## src/rtl/tx_bit_stream.sv

```systemverilog
// Bit-error test link transmitter: preamble, sync word, then FRAMES copies of a UART-loaded pattern.
// Define TX_PREAMBLE_EN to include the alternating preamble ahead of the sync word.
module tx_bit_stream #(
    parameter int unsigned          PATTERN_W    = 32,
    parameter logic [PATTERN_W-1:0] PATTERN_INIT = 32'hDEAD_BEEF,
    parameter int unsigned          SYNC_W       = 16,
    parameter logic [SYNC_W-1:0]    SYNC_WORD    = 16'hF0A5,
    parameter int unsigned          PRE_LEN      = 64,
    parameter int unsigned          FRAMES       = 281250
) (
    input  logic        clk9MHz,
    input  logic        rst,
    input  logic        start,
    input  logic        stop,
    input  logic        cfg_valid,
    input  logic [7:0]  cfg_data,
    output logic        tx_bit_data,
    output logic        tx_active,
    output logic        tx_done,
    output logic [23:0] frame_cnt,
    output logic        cfg_pending
);
    localparam int unsigned BYTES   = PATTERN_W / 8;
    localparam int unsigned BC_W    = (BYTES > 1) ? $clog2(BYTES) : 1;
    localparam int unsigned FRM_W   = (FRAMES > 1) ? $clog2(FRAMES) : 1;
    localparam int unsigned SR_W    = (SYNC_W > PATTERN_W) ? SYNC_W : PATTERN_W;
    localparam int unsigned CNT_MAX = (PRE_LEN > SR_W) ? PRE_LEN : SR_W;
    localparam int unsigned CNT_W   = $clog2(CNT_MAX);

    typedef enum logic [2:0] {
        S_IDLE,
`ifdef TX_PREAMBLE_EN
        S_PRE,
`endif
        S_SYNC,
        S_DATA,
        S_DONE
    } state_e;

    state_e                 state_q, state_d;
    logic [CNT_W-1:0]       cnt_q, cnt_d;
    logic [FRM_W-1:0]       frm_q, frm_d;
    logic [SR_W-1:0]        sr_q, sr_d;
    logic [PATTERN_W-1:0]   active_q, active_d;
    logic [PATTERN_W-1:0]   shadow_q, shadow_d;
    logic [BC_W-1:0]        byte_q, byte_d;
    logic                   pend_q, pend_d;
    logic                   bit_q, bit_d;
    logic                   act_q, act_d;
    logic                   done_q, done_d;
    logic [23:0]            fcnt_q, fcnt_d;
    logic                   frame_commit;
    logic [PATTERN_W-1:0]   next_pat;
    logic [SR_W-1:0]        sync_load;

    // Shift register holds the not-yet-sent bits left-aligned; MSB is the next bit out.
    assign sync_load = {SYNC_WORD[SYNC_W-2:0], {(SR_W-SYNC_W+1){1'b0}}};
    assign next_pat  = pend_q ? shadow_q : active_q;

    always_comb begin
        state_d      = state_q;
        cnt_d        = cnt_q;
        frm_d        = frm_q;
        sr_d         = {sr_q[SR_W-2:0], 1'b0};
        fcnt_d       = fcnt_q;
        bit_d        = 1'b0;
        act_d        = 1'b0;
        done_d       = 1'b0;
        frame_commit = 1'b0;
        unique case (state_q)
            S_IDLE: begin
                if (start && !stop) begin
                    fcnt_d = '0;
                    frm_d  = '0;
                    cnt_d  = '0;
                    act_d  = 1'b1;
`ifdef TX_PREAMBLE_EN
                    state_d = S_PRE;
                    bit_d   = 1'b1;
`else
                    state_d = S_SYNC;
                    bit_d   = SYNC_WORD[SYNC_W-1];
                    sr_d    = sync_load;
`endif
                end
            end
`ifdef TX_PREAMBLE_EN
            S_PRE: begin
                act_d = 1'b1;
                if (cnt_q == CNT_W'(PRE_LEN - 1)) begin
                    state_d = S_SYNC;
                    cnt_d   = '0;
                    bit_d   = SYNC_WORD[SYNC_W-1];
                    sr_d    = sync_load;
                end else begin
                    cnt_d = cnt_q + CNT_W'(1);
                    bit_d = cnt_q[0];
                end
            end
`endif
            S_SYNC: begin
                act_d = 1'b1;
                if (cnt_q == CNT_W'(SYNC_W - 1)) begin
                    state_d = S_DATA;
                    cnt_d   = '0;
                    frm_d   = '0;
                    bit_d   = active_q[PATTERN_W-1];
                    sr_d    = {active_q[PATTERN_W-2:0], {(SR_W-PATTERN_W+1){1'b0}}};
                end else begin
                    cnt_d = cnt_q + CNT_W'(1);
                    bit_d = sr_q[SR_W-1];
                end
            end
            S_DATA: begin
                if (cnt_q == CNT_W'(PATTERN_W - 1)) begin
                    if (frm_q == FRM_W'(FRAMES - 1)) begin
                        state_d = S_DONE;
                        done_d  = 1'b1;
                    end else begin
                        // Frame boundary: the only in-burst point where a pending pattern may take over.
                        act_d        = 1'b1;
                        cnt_d        = '0;
                        frm_d        = frm_q + FRM_W'(1);
                        frame_commit = pend_q;
                        bit_d        = next_pat[PATTERN_W-1];
                        sr_d         = {next_pat[PATTERN_W-2:0], {(SR_W-PATTERN_W+1){1'b0}}};
                    end
                end else begin
                    act_d = 1'b1;
                    cnt_d = cnt_q + CNT_W'(1);
                    bit_d = sr_q[SR_W-1];
                    if (cnt_q == CNT_W'(PATTERN_W - 2) && fcnt_q != '1) begin
                        fcnt_d = fcnt_q + 24'd1;
                    end
                end
            end
            S_DONE: state_d = S_IDLE;
            default: state_d = S_IDLE;
        endcase
        if (stop && state_q != S_IDLE) begin
            state_d      = S_IDLE;
            bit_d        = 1'b0;
            act_d        = 1'b0;
            done_d       = 1'b0;
            fcnt_d       = fcnt_q;
            frame_commit = 1'b0;
        end
    end

    // Pattern loading and commit; a byte completing the pattern wins over a same-cycle commit.
    always_comb begin
        active_d = active_q;
        shadow_d = shadow_q;
        byte_d   = byte_q;
        pend_d   = pend_q;
        if (pend_q && (state_q == S_IDLE || frame_commit)) begin
            active_d = shadow_q;
            pend_d   = 1'b0;
        end
        if (cfg_valid) begin
            shadow_d = (shadow_q << 8) | PATTERN_W'(cfg_data);
            if (byte_q == BC_W'(BYTES - 1)) begin
                byte_d = '0;
                pend_d = 1'b1;
            end else begin
                byte_d = byte_q + BC_W'(1);
            end
        end
    end

    always_ff @(posedge clk9MHz or negedge rst) begin
        if (!rst) begin
            state_q  <= S_IDLE;
            cnt_q    <= '0;
            frm_q    <= '0;
            sr_q     <= '0;
            active_q <= PATTERN_INIT;
            shadow_q <= '0;
            byte_q   <= '0;
            pend_q   <= 1'b0;
            bit_q    <= 1'b0;
            act_q    <= 1'b0;
            done_q   <= 1'b0;
            fcnt_q   <= '0;
        end else begin
            state_q  <= state_d;
            cnt_q    <= cnt_d;
            frm_q    <= frm_d;
            sr_q     <= sr_d;
            active_q <= active_d;
            shadow_q <= shadow_d;
            byte_q   <= byte_d;
            pend_q   <= pend_d;
            bit_q    <= bit_d;
            act_q    <= act_d;
            done_q   <= done_d;
            fcnt_q   <= fcnt_d;
        end
    end

    assign tx_bit_data = bit_q;
    assign tx_active   = act_q;
    assign tx_done     = done_q;
    assign frame_cnt   = fcnt_q;
    assign cfg_pending = pend_q;
endmodule

```

## config.mk

```make
export PLATFORM = sky130hd
export DESIGN_NAME = tx_bit_stream
export DESIGN_NICKNAME = d
export VERILOG_FILES = /design/src/rtl/tx_bit_stream.sv
export SDC_FILE = /design/constraint.sdc
export NUM_CORES = 1
export LEC_CHECK = 0
export CAP_MARGIN = 10
export CORE_MARGIN = 2
export CORE_UTILIZATION = 40
export CTS_CLUSTER_SIZE = 12
export DETAILED_ROUTE_END_ITERATION = 7
export HOLD_SLACK_MARGIN = 0.06
export PLACE_DENSITY = 0.62
export SYNTH_ARGS = -nofsm -noshare
export SYNTH_HDL_FRONTEND = slang
export SYNTH_SLANG_ARGS = --single-unit
```

## constraint.sdc

```tcl
create_clock -name clk9MHz -period 2.8 [get_ports clk9MHz]
set_clock_uncertainty 0.15 [all_clocks]
set_input_delay 0.28 -clock clk9MHz [delete_from_list [all_inputs] [get_ports clk9MHz]]
set_output_delay 0.28 -clock clk9MHz [all_outputs]
set_load 0.01 [all_outputs]
```

==> results.md <==
Run status:
- The run finished with clean final reports.

Worst hold path:
- The path class of the tightest hold or removal check is in2async.

Finish:
- The total inserted antenna cells is 0.
- The combined area of the multi-input logic cells is 0.00307 mm².
- The fill cell total of the finished layout is between 1.5k and 2k.
- The count of nets after finishing is 694.
- The flip-flop and latch area is 0.00383 mm².
- The share of final-layout standard cells stronger than drive strength 1 is about a quarter.
- Relative to the synthesized area, the layout overhead comes to 19.9%.

Drt:
- The detailed router put a total of 7540 µm of wire on met1.
- The number of remaining DRC errors is 0.
- The post-detailed-route wirelength per cell is 16.3 µm.
- The detailed router finished its first iteration with 304 violations.
- The first-pass iteration count of the detailed router is 4.
- The routed wire length on met3 is 503 µm.
- Dividing the detail-routed via count by the number of cells gives approximately 5.4.
- Summed over all nets, wire length on met2 after detailed routing comes to 6590 µm.
- The final layout contains routed wiring with a total length of 14800 µm.
- The residual antenna-violating net count after detailed routing is 0.
- The top layer reached by signal wires is met4.
- The total number of vias is 4939.

Global routing:
- The number of antenna violations at the first check in global routing came to 0.
- Entering global routing, the biggest net connects 76 pins.
- The first-pass GRT wire length is 25000 µm.
- After global routing the overflow that remains totals 0.
- The total global-route track usage is about 17%.
- The via count of the first global-routing pass is approximately 4.8k.

Clocking:
- The number of clock sinks seen by CTS is about 150.
- After clock tree synthesis, the setup repair step added 0 buffers.
- CTS built an H-tree with a depth of 4.
- The cell chosen for the clock root is sky130_fd_sc_hd__clkbuf_16.
- The worst-case clock buffer depth is 2.
- For the worst-skew pair, the clock arrives at the later sink with an insertion delay of around 0.42 ns.
- TritonCTS built the clock tree.
- The clock input transition at the sequential cells of the worst setup and hold paths is 0.07 ns.
- Clock tree synthesis inserted a total of 17 buffers.

Timing:
- The final hold violation count is 0.
- At the pin with the least slew margin, the transition time is 0.860 ns.
- The portion of the clock cycle consumed by the worst path in the final layout is between 90 and 100%.
- The routed design could run at a clock period as short as roughly 2.6 ns.
- After routing, the total negative slack on setup checks comes to 0 ns.
- Setup violations remaining at the end of the flow were counted as 0.
- Static timing analysis puts the maximum clock frequency at roughly 0.38 GHz.
- In this run the tightest slew margin relative to its limit is between 40 and 50%.
- The final count of pins violating max slew is 0.
- After layout, the worst setup slack is around 0.19 ns.
- Setup repair after global routing left no endpoint under its margin.

Setup path:
- The worst register-to-register path has a depth of 9.
- The largest single stage delay on the critical path is 0.49 ns.
- The data arrival time of the worst path is 2.82 ns.
- On the critical path the largest part of the delay comes from simple AND/OR/NAND/NOR gates.
- The number of buffers and inverters on the critical path is 2.
- STA classifies the critical path endpoint as a register.
- Of all nets on the critical path, the largest fanout is 10.
- The worst flop-to-flop path endpoint is frm_q[16].
- STA puts the critical path data required time at around 3 ns.
- On the critical path, the stage with the largest delay is an instance of sky130_fd_sc_hd__or4_1.
- The signal on the critical path passes through inv_1, ha_1, buf_4, or2_2, o41a_1, a21oi_1, o21ai_2, or4_1, nand2_1.
- The worst register-to-register path begins at state_q[0].
- The start-to-end type of the worst setup path is reg2reg.
- The startpoint type of the worst setup path is a register.
- The setup slack on the worst flop-to-flop path is between 0.15 and 0.2 ns.

Floorplanning:
- Row generation in the floorplan step produced 48 rows.
- The core area is ~0.017 mm².
- The die is roughly 140 µm wide.
- The initial standard-cell utilization of the core is between 40% and 50%.
- The floorplan step defined a die boundary enclosing ~0.019 mm².
- The die is about 140 µm tall.
- The number of ports placed on the die boundary is 41.

Synth:
- The total number of yosys warnings is 0.
- The cell count after synthesis came out at roughly 610.
- After synthesis, the cell types taking the most area are sky130_fd_sc_hd__dfrtp_1, sky130_fd_sc_hd__mux2_2, sky130_fd_sc_hd__dfstp_2, sky130_fd_sc_hd__a221o_1, sky130_fd_sc_hd__nor2b_1.
- The area share of the largest cell type after synthesis is 45.3%.
- The most area-hungry cell type in the Yosys netlist is sky130_fd_sc_hd__dfrtp_1.
- After synthesis, flip-flops and latches occupy 54.2% of the total area.
- The count of flip-flops with a built-in enable after synthesis is 0.
- The register bit total from synthesis is 152.
- The post-synthesis average cell area is roughly 12 µm².
- Summing every instance area after synthesis gives 0.00707 mm².
- The async set or reset register ratio after synthesis is 100%.
- The number of distinct library cells after synthesis is between 50 and 60.
- In the synthesized netlist the dominant register cell turns out to be sky130_fd_sc_hd__dfrtp_1.
- The total nets after synthesis is about 640.

Power and ir drop:
- Power spread over the standard cell area amounts to 832 mW/mm².
- The worst-case IR drop observed on VDD is around 0.00052 V.
- The power consumption is approximately 7.1 mW.
- The analysis attributes to cell leakage a power of approximately 3.6 nW.

Placement:
- The wire-length estimate of the detail-placed layout is a little under 10000 µm.
- Timing analysis after detailed placement gives a worst setup slack of -0.0177 ns.
- The congestion estimate from routability-driven global placement came to roughly 0.86.
- In this run the tool buffered the top-level ports with 40 buffer cells.

Run:
- The max-cap check violation count is 0.
## cells in the final DEF, fill, tap and decap left out, drive strengths merged, types with 3 or more instances in the layout
cell             n
dfrtp          128
mux2            67
nor2            45
clkdlybuf4s50   38
nand2           37
nor2b           33
buf             28
a221o           27
nand3           27
o21ai           25
dfstp           24
xnor2           23
clkbuf          20
nor3            18
a21oi           16
inv             16
ha              11
and3            10
nor4             8
or3              8
xor2             7
nand2b           6
nand4            5
o31ai            5
or2              4
and4             4
a41oi            3
bufinv           3
a21o             3
and2             3
clkinv           3
## cell type report
class                   instances  share of cell area [%]
clock inverters                12                    1.92
repair buffers                 67                    7.68
inverters                      11                   0.487
flip-flops and latches        152                    45.2
clock buffers                  20                    5.27
well taps                     225                    3.32
multi-input cells             421                    36.1
## cell usage after synthesis, drive strengths merged (3+ instances only)
library cell	number
a21o	3
a21oi	16
a221o	27
a41oi	3
and2	3
and3	10
and4	4
buf	12
clkbuf	18
dfrtp	128
dfstp	24
ha	11
inv	11
mux2	67
nand2	37
nand2b	6
nand3	27
nand4	5
nor2	45
nor2b	33
nor3	18
nor4	8
o21ai	25
o31ai	5
or2	4
or3	8
xnor2	23
xor2	7
## how the worst max path moves through the flow
| stage | from | endpoint | cells past startpoint |
|---|---|---|---|
| 5_1_grt | state_q[0] | frm_q[18] | 9 |
| 4_1_cts | cnt_q[0] | sr_q[16] | 9 |
| 6_report | state_q[0] | frm_q[16] | 9 |
| 3_3_place_gp | frm_q[11] | sr_q[6] | 6 |
| 3_5_place_dp | frm_q[11] | sr_q[16] | 6 |
| 2_1_floorplan | cnt_q[0] | sr_q[25] | 9 |
## what timing repair did
action / CTS / global route
hold buffers: 1 / 0
resized for setup: 1 / 3
endpoints found under the setup margin: 27 / 10
endpoints found under the hold margin: 56 / 0
## worst register-to-register path: stages (launching register included)
cell and delay [ns]:
sky130_fd_sc_hd__dfrtp_1 0.42, sky130_fd_sc_hd__inv_1 0.09, sky130_fd_sc_hd__ha_1 0.22, sky130_fd_sc_hd__buf_4 0.17
sky130_fd_sc_hd__or2_2 0.34, sky130_fd_sc_hd__o41a_1 0.14, sky130_fd_sc_hd__a21oi_1 0.27, sky130_fd_sc_hd__o21ai_2 0.18
sky130_fd_sc_hd__or4_1 0.49, sky130_fd_sc_hd__nand2_1 0.08
## flip-flops by register name, indices dropped and copies added, names as in the netlist, 2 cells and up
name and cells:
active_q 32, byte_q 2, cnt_q 6, frame_cnt 24, frm_q 19, shadow_q 32
sr_q 31, state_q 2
## power breakdown
part	internal, mW	leakage (nW)	switching [mW]
registers	2.78	1.93	0.284
logic	0.792	1.36	0.843
clock network	1.44	0.298	0.923
## per-stage QoR
step	hold WS, ns	utilization (%)	std cells	area [µm²]
after floorplan	-0.166	-	614	7070
after global placement	0.194	45.4	875	7850
after detailed placement	0.203	45.4	875	7850
after CTS	0.299	49.0	908	8470
after global routing	0.305	49.0	908	8480
final	0.287	49.0	908	8480
## layer usage
metal	vias to the layer above	track usage (%)
li1	2327	-
met1	2498	24.9
met2	99	25.1
met3	15	4.00
met4	0	5.50
met5	-	0
## logic make-up (layout without fill, tap and decap cells)
| group | Yosys count | count (layout) | share of synthesized area [%] |
|---|---|---|---|
| simple gates | 217 | 217 | 16.1 |
| flops | 152 | 152 | 54.2 |
| compound gates | 94 | 94 | 10.2 |
| mux | 69 | 69 | 10.9 |
| buf+inv | 41 | 110 | 2.90 |
| xor+xnor | 30 | 30 | 3.71 |
| fa+ha+maj | 11 | 11 | 1.95 |
No activity file was read; power rests on OpenSTA's default activity.
==> variant (same settings) <==
Take the reset off `sr_q` and load it in a clocked block of its own.
--- a/src/rtl/tx_bit_stream.sv
+++ b/src/rtl/tx_bit_stream.sv
@@ -174,5 +174,4 @@
             cnt_q    <= '0;
             frm_q    <= '0;
-            sr_q     <= '0;
             active_q <= PATTERN_INIT;
             shadow_q <= '0;
@@ -187,5 +186,4 @@
             cnt_q    <= cnt_d;
             frm_q    <= frm_d;
-            sr_q     <= sr_d;
             active_q <= active_d;
             shadow_q <= shadow_d;
@@ -199,4 +197,8 @@
     end
 
+    always_ff @(posedge clk9MHz) begin
+        sr_q <= sr_d;
+    end
+
     assign tx_bit_data = bit_q;
     assign tx_active   = act_q;
Behaviour: no difference found for any inputs over 10 cycles, from zero or initial values and one cycle with rst low; that may be too few to reach the edited logic, so the function may still have changed.
==> variant against the original RTL <==
Routed wire length fell by 3.7%. Synthesized area down 2.2%. Total power about the same. Sequential cell count is the same. Setup slack improved by 11 ps. Final area is 2.0% lower. Final cell count increased by 0.11%. Critical path type unchanged.
==> variant: results (changes against the original RTL) <==
peak supply drop 590 uV (+14%); first-pass GRT wire length 24.3 mm (-2.9%); placed wire-length estimate 9.49 mm (-1.2%); Largest regs active_q: 32 flops, shadow_q: 32 flops, sr_q: 31 flops; crit path max-delay cell type or3_4; share of layout cells above drive strength 1 24.4% (+0.11 points); clock power share 33.8% (+0.3 points); Yosys cell types 57 (+1.8%); setup slack after layout 201 ps (+11.1 ps); Leak 3.42 nW (-4.8%); vias post-DR 4892 (-0.95%); CP Data Arrival Time 2760 ps (-60 ps); CP top delay family compound AO/OA/AOI/OAI gates; relative slew slack 51.0% (+8.3 points); drt initial violations 321 (+5.6%); sequential area share after synthesis 53.2% (-1.0 points); top cells by area, synth dfrtp_1 (35%), mux2_2 (11%), dfstp_2 (9.1%); Worst-path clk slew 60 ps; Net Count, Synth 638 (unchanged); Placer Congestion 0.872 (+1.3%); RR Startpoint cnt_q[0]; HP Class input pin to asynchronous set/reset pin; Net Sw Power 2.11 mW (+3.0%); Final Net Count 695 (+0.14%); Crit path largest cell delay 410 ps (-80 ps); most frequent cell after synthesis dfrtp_1; run status completed; dpl ws -20.7 ps (-3.04 ps); initial antenna violation count 0 (unchanged); asr flop ratio synth 79.6% (-20 points); kind of critical path flip-flop to flip-flop; largest net degree at the start of global routing 50 (-34%); Placed Area 0.00767 mm^2 (-2.2%); global router's overall resource usage 16.9% (-0.16 points); commonest cells in the synthesized netlist dfrtp_1 (97), mux2_2 (67), nor2_1 (45), nand2_1 (37), nor2b_1 (33); Clk. pwr 2.38 mW; FILL cells 1507 (-0.99%); r2r endpoint sr_q[26]; Sequential Power Share 43.2% (-0.2 points); final WL 14.3 mm (-3.7%); number of global-route vias before repair 4807 (+0.33%); CP max FO 23 (+13)
## variant: routing by layer
layer / routed length [um] / GRT usage [%]
met3: 490 / 4.64
met4: 176 / 5.03
met1: 6970 / 23.4
met2: 6640 / 26.1
met5: 0 / 0
## variant: area by class of cell
cell class / instances / area, um^2 / share of cell area [%]
flip-flops and latches: 152 / 3680 / 44.2
inverters: 11 / 41.3 / 0.496
clock buffers: 18 / 439 / 5.28
clock inverters: 14 / 180 / 2.17
multi-input cells: 421 / 3060 / 36.8
well taps: 225 / 282 / 3.38
repair buffers: 68 / 636 / 7.64
## variant: how the worst min path moves through the flow
stage | startpoint | end | slack (ps)
final | rst | cnt_q[3] | 260
after global routing | cfg_data[5] | shadow_q[5] | 290
after CTS | rst | cnt_q[3] | 280
after detailed placement | rst | cnt_q[3] | 190
after global placement | rst | tx_done | 200
after floorplan | rst | active_q[14] | -170
## variant: worst register-to-register path: stages, from the launching register on
cell and delay, ps:
dfrtp_1 390, ha_1 210, nand3_2 90, buf_4 160, or3_4 410, a21o_4 240, a211oi_4 280, buf_12 210
nor2b_1 70, a221o_1 270
## variant: kinds of logic after synthesis
| group | synth area share, % |
|---|---|
| xor+xnor | 3.80 |
| buf+inv | 2.97 |
| simple gates | 16.5 |
| mux | 11.2 |
| fa+ha+maj | 1.99 |
| flops | 53.2 |
| compound gates | 10.4 |
## variant: timing repair
item | CTS | global route
hold endpoints to repair | 41 | 0
setup endpoints to repair | 26 | 8
gates resized for setup | 1 | 2
hold buffers | 1 | 0
pin swaps | 0 | 0
cloned | 0 | 0
setup buffers | 0 | 0
## variant: stage by stage
| step | hold WS [ps] | std cells |
|---|---|---|
| floorplan | -166 | 614 |
| global placement | 198 | 876 |
| detailed placement | 194 | 876 |
| CTS | 276 | 909 |
| global route | 293 | 909 |
| finish | 256 | 909 |
